`src/rtl/bcd8_conv_arbiter.sv`:
```
// Two-requester front end for a serial shift-and-add-3 binary-to-BCD engine.
// Converts a 32-bit two's-complement value into eight BCD digits plus sign/overflow.
module bcd8_conv_arbiter (
    input  logic        clock,
    input  logic        reset,
    input  logic        req0,
    input  logic [31:0] numero0,
    input  logic        req1,
    input  logic [31:0] numero1,
    output logic        gnt0,
    output logic        gnt1,
    output logic        busy,
    output logic        done,
    output logic        done_id,
    output logic [3:0]  d1,
    output logic [3:0]  d2,
    output logic [3:0]  d3,
    output logic [3:0]  d4,
    output logic [3:0]  d5,
    output logic [3:0]  d6,
    output logic [3:0]  d7,
    output logic [3:0]  d8,
    output logic        neg,
    output logic        ovf
);

    typedef enum logic [0:0] {
        ST_IDLE  = 1'b0,
        ST_SHIFT = 1'b1
    } state_t;

    state_t      state_r;
    logic        last_id_r;
    logic        id_r;
    logic        work_neg_r;
    logic        ovf_acc_r;
    logic [31:0] mag_r;
    logic [31:0] work_r;
    logic [31:0] res_r;
    logic [4:0]  cnt_r;

    logic [31:0] adj_s;
    logic [32:0] chain_s;
    logic        grant_s;
    logic        grant_id_s;
    logic [31:0] sel_num_s;

    function automatic logic [3:0] add3(input logic [3:0] digit);
        logic [3:0] result;
        if (digit >= 4'd5) begin
            result = digit + 4'd3;
        end else begin
            result = digit;
        end
        return result;
    endfunction

    // Digit correction followed by the one-bit chain shift; bit 32 is the carry out of w8.
    always_comb begin
        adj_s = 32'd0;
        for (int i = 0; i < 8; i++) begin
            adj_s[4*i +: 4] = add3(work_r[4*i +: 4]);
        end
        chain_s = {adj_s, mag_r[31]};
    end

    // Round-robin choice between the two requesters; ties go to the one not served last.
    always_comb begin
        grant_s    = 1'b0;
        grant_id_s = 1'b0;
        if (req0 && req1) begin
            grant_s    = 1'b1;
            grant_id_s = ~last_id_r;
        end else if (req0) begin
            grant_s    = 1'b1;
            grant_id_s = 1'b0;
        end else if (req1) begin
            grant_s    = 1'b1;
            grant_id_s = 1'b1;
        end else begin
            grant_s    = 1'b0;
            grant_id_s = 1'b0;
        end
        if (grant_id_s) begin
            sel_num_s = numero1;
        end else begin
            sel_num_s = numero0;
        end
    end

    // Control FSM, conversion datapath and held result registers.
    always_ff @(posedge clock) begin
        if (reset) begin
            state_r    <= ST_IDLE;
            last_id_r  <= 1'b1;
            id_r       <= 1'b0;
            work_neg_r <= 1'b0;
            ovf_acc_r  <= 1'b0;
            mag_r      <= 32'd0;
            work_r     <= 32'd0;
            res_r      <= 32'd0;
            cnt_r      <= 5'd0;
            gnt0       <= 1'b0;
            gnt1       <= 1'b0;
            busy       <= 1'b0;
            done       <= 1'b0;
            done_id    <= 1'b0;
            neg        <= 1'b0;
            ovf        <= 1'b0;
        end else begin
            gnt0 <= 1'b0;
            gnt1 <= 1'b0;
            done <= 1'b0;
            case (state_r)
                ST_IDLE: begin
                    if (grant_s) begin
                        work_neg_r <= sel_num_s[31];
                        mag_r      <= sel_num_s[31] ? (~sel_num_s + 32'd1) : sel_num_s;
                        id_r       <= grant_id_s;
                        last_id_r  <= grant_id_s;
                        work_r     <= 32'd0;
                        ovf_acc_r  <= 1'b0;
                        cnt_r      <= 5'd31;
                        gnt0       <= ~grant_id_s;
                        gnt1       <= grant_id_s;
                        busy       <= 1'b1;
                        state_r    <= ST_SHIFT;
                    end else begin
                        busy       <= 1'b0;
                    end
                end
                ST_SHIFT: begin
                    work_r    <= chain_s[31:0];
                    ovf_acc_r <= ovf_acc_r | chain_s[32];
                    mag_r     <= {mag_r[30:0], 1'b0};
                    cnt_r     <= cnt_r - 5'd1;
                    // Last bit consumed: publish the post-shift digits on this same edge.
                    if (cnt_r == 5'd0) begin
                        res_r   <= chain_s[31:0];
                        neg     <= work_neg_r;
                        ovf     <= ovf_acc_r | chain_s[32];
                        done_id <= id_r;
                        done    <= 1'b1;
                        busy    <= 1'b0;
                        state_r <= ST_IDLE;
                    end else begin
                        busy    <= 1'b1;
                    end
                end
                default: begin
                    busy    <= 1'b0;
                    state_r <= ST_IDLE;
                end
            endcase
        end
    end

    assign d1 = res_r[3:0];
    assign d2 = res_r[7:4];
    assign d3 = res_r[11:8];
    assign d4 = res_r[15:12];
    assign d5 = res_r[19:16];
    assign d6 = res_r[23:20];
    assign d7 = res_r[27:24];
    assign d8 = res_r[31:28];

endmodule

```
`config.mk`:
```
export PLATFORM = sky130hd
export DESIGN_NAME = bcd8_conv_arbiter
export DESIGN_NICKNAME = d
export VERILOG_FILES = /design/src/rtl/bcd8_conv_arbiter.sv
export SDC_FILE = /design/constraint.sdc
export NUM_CORES = 1
export LEC_CHECK = 0
export BUFFER_PORTS_ARGS = -buffer_cell sky130_fd_sc_hd__buf_2
export CAP_MARGIN = 20
export CORE_MARGIN = 2
export CORE_UTILIZATION = 45
export CTS_CLUSTER_SIZE = 8
export DETAILED_ROUTE_END_ITERATION = 10
export PLACE_DENSITY = 0.66
export SLEW_MARGIN = 20
export SYNTH_ARGS = -nofsm -noshare
export SYNTH_HDL_FRONTEND = slang
export SYNTH_SLANG_ARGS = --single-unit
export TNS_END_PERCENT = 30
```
`constraint.sdc`:
```
create_clock -name clock -period 3.9 [get_ports clock]
set_input_delay 0.585 -clock clock [delete_from_list [all_inputs] [get_ports clock]]
set_output_delay 0.585 -clock clock [all_outputs]
set_load 0.05 [all_outputs]
```
==> impl_metrics.yaml <==
cts:
  clockRootBuffer: "clkbuf_16"
  clk_pin_slew_ps: 80
  cts-resized-gates: 0
  clock_latency_ps: 360
  cts_buffers: 9
  hold_buffers: 0
  htreeDepth: 3
  post-cts-setup-buffer-count: 0
  clock_sinks: 112
  cts_tree: "built"
  clock_path_buffers: 2
yosys:
  yosys-top-cells-area: "dfxtp_1 34%, a21oi_1 7.3%, mux2i_1 6.8%, nor2_1 5.3%, nand2_1 5.3%"
  synth-async-reset-ratio: 0
  synth_edf_count: 0
  netlist_instances: 857
  yosysTopAreaCellShare: 0.339
  ys_seq_area_frac: 0.339
  synth_area_mm2: 0.00661
  synth_cell_types: 59
  yosysTopAreaCell: "dfxtp_1"
  synth_seq_cells: 112
  synth-main-ff-cell: "dfxtp_1"
  syn_area_per_cell_um2: 7.71
  synth_nets: 944
  yosysWarnings: 0
placed_design:
  dp_hpwl_um: 12100
  routabilityCongestion: 0.939
  place_area_mm2: 0.00724
  post-place-ws_ps: 782
  port_buffers: 106
  place_inst: 1103
timing:
  relSlewSlack: 0.315
  period_needed_ps: 2840
  slew_violations: 0
  holdWs_ps: 451
  setup_tns_ps: 0
  setup_viol: 0
  period_share: 0.729
  hold_violations: 0
  max_freq_mhz: 352
  finalWorstSetupSlack_ps: 1060
  rsz0062_at_grt: "false"
  max_slew.worst_pin.slew_ps: 1020
  finClkSkew_ps: 8.59
global_route:
  grt_pass1_vias: 5791
  grtUsageTotal: 0.216
  busiest_layer: "met2"
  grt_pass1_wl_um: 28400
  antenna_found_initial: 0
  use_met1: 0.309
  grtUsageMet3: 0.0321
  met2_usage: 0.340
  overflow: 0
  grt_max_degree: 63
cells_and_area:
  diodes: 0
  nNetsFinal: 1017
  final_cells: 1119
  fin_area_mm2: 0.00758
  area_delta_synth_final_pct: 14.7
  final_util: 0.526
  drive_gt1_frac: 0.170
route:
  first_iter_violations: 497
  wl_um: 17000
  first_pass_iters: 5
  routedWlPerCell_um: 15.2
  ant_nets: 0
  via_count: 6428
  drc: 0
  via_per_inst: 5.74
setup_path:
  cp.required_ps: 4180
  cp-end-kind: "flop"
  crit_path_start_kind: "flop"
  worstPathArrival_ps: 3120
  slowest_delay_ps: 780
  slowest_stage: "a222oi_1"
  critPathMaxFanout: 21
  crit_chain: "a21bo_2 -> buf_4 -> nand3_1 -> a222oi_1 -> a31oi_1 -> xor2_1 -> o22ai_1"
  path_class: "reg -> reg"
pwr:
  finalPower_mw: 2.77
  powerDensity_mw_per_mm2: 365
  ir_worst_vdd_v: 0.000265
  p_leak_nw: 3.14
floorplanning:
  die_h_um: 125
  dieArea_mm2: 0.0157
  core_area_mm2: 0.0144
  rows: 44
  floorplan.initialDensity: 0.458
  io_pins: 107
  die_width_um: 125
outcome:
  status: "complete, no violations"
flow_run:
  cap_violations: 0
min_path:
  hold_class: "reg -> reg"
final timing paths:
kind                                             start                     end  slack, ps  depth (start not counted)
worst max-delay path            last_id_r$_SDFFE_PP1P_  mag_r[27]$_SDFFE_PP0P_       1060                          7
worst min-delay path            res_r[18]$_SDFFE_PP0P_  res_r[18]$_SDFFE_PP0P_        450                          2
worst min register to register  res_r[18]$_SDFFE_PP0P_  res_r[18]$_SDFFE_PP0P_        450                          2
worst max register to register  last_id_r$_SDFFE_PP1P_  mag_r[27]$_SDFFE_PP0P_       1060                          7
report_power, final:
part | internal [mW] | total [mW] | switching [mW]
combinational | 0.172 | 0.492 | 0.320
clock | 0.579 | 1.04 | 0.456
sequential | 1.20 | 1.24 | 0.0382
routing by layer:
layer	part of all wire	vias up
li1	-	3236
met1	0.48	2955
met2	0.44	219
met3	0.063	18
met4	0.013	0
met5	0	-
cell usage in the layout, fill, tap and decap left out, drive strengths merged, types with 3 or more instances in the layout:
cell type,n
buf,119
dfxtp,112
a21oi,97
nor2,94
nand2,93
nor3,55
mux2i,45
o21ai,37
and3,27
inv,25
nand3,21
xor2,20
ha,19
nand2b,16
o22ai,14
nor4,13
xnor2,12
a311oi,12
or3,11
clkbuf,9
a211oi,8
nand4,7
nand4b,5
a41oi,5
o31ai,5
a31oi,5
mux2,5
nor3b,4
or4,4
o211ai,4
a221oi,3
final cells by class:
type                       count  area (um2)
inverter                      21        78.8
clock buffer                   9         225
tap                          184         230
multi-input combinational    667        4060
sequential                   112        2240
fill                        1419        6840
clock inverter                 7         110
timing repair buffer         119         631
cell usage after synthesis (11+ instances only):
cell      number
a311oi_1      12
nand2_1       93
ha_1          19
mux2i_1       45
clkbuf_1      44
nand3_1       20
nand2b_1      16
dfxtp_1      112
nor2_1        94
xor2_1        20
nor4_1        11
nor3_1        53
o21ai_0       36
or3_1         11
o22ai_1       14
inv_1         21
xnor2_1       12
a21oi_1       97
and3_1        27
critical path, delay by kind of cell, from the launching register on:
family	cells	cell delay, ps
xor gates and xnor gates	1	200
DFF	1	420
buffers and inverters	1	340
AOI/OAI and AO/OA	4	1630
and+or+nand+nor	1	150
state kept, by name, summed over array words and instances (netlist names):
signal,flops
neg,1
ovf,1
id_r,1
work_r,32
state_r,1
ovf_acc_r,1
done_id,1
res_r,32
gnt0,1
done,1
mag_r,32
gnt1,1
cnt_r,5
work_neg_r,1
last_id_r,1
logic make-up (layout without fill, tap and decap cells):
kind of cell | count (synthesis) | after routing | synth area share
AND/OR/NAND/NOR | 355 | 355 | 0.262
AO/OA/AOI/OAI | 211 | 211 | 0.195
flip-flops | 112 | 112 | 0.339
buffers and inverters | 78 | 156 | 0.0481
multiplexers | 50 | 50 | 0.0767
XOR/XNOR | 32 | 32 | 0.0424
adder cells (fa/ha/maj) | 19 | 19 | 0.0360
Power figures use the tool's default switching activity.
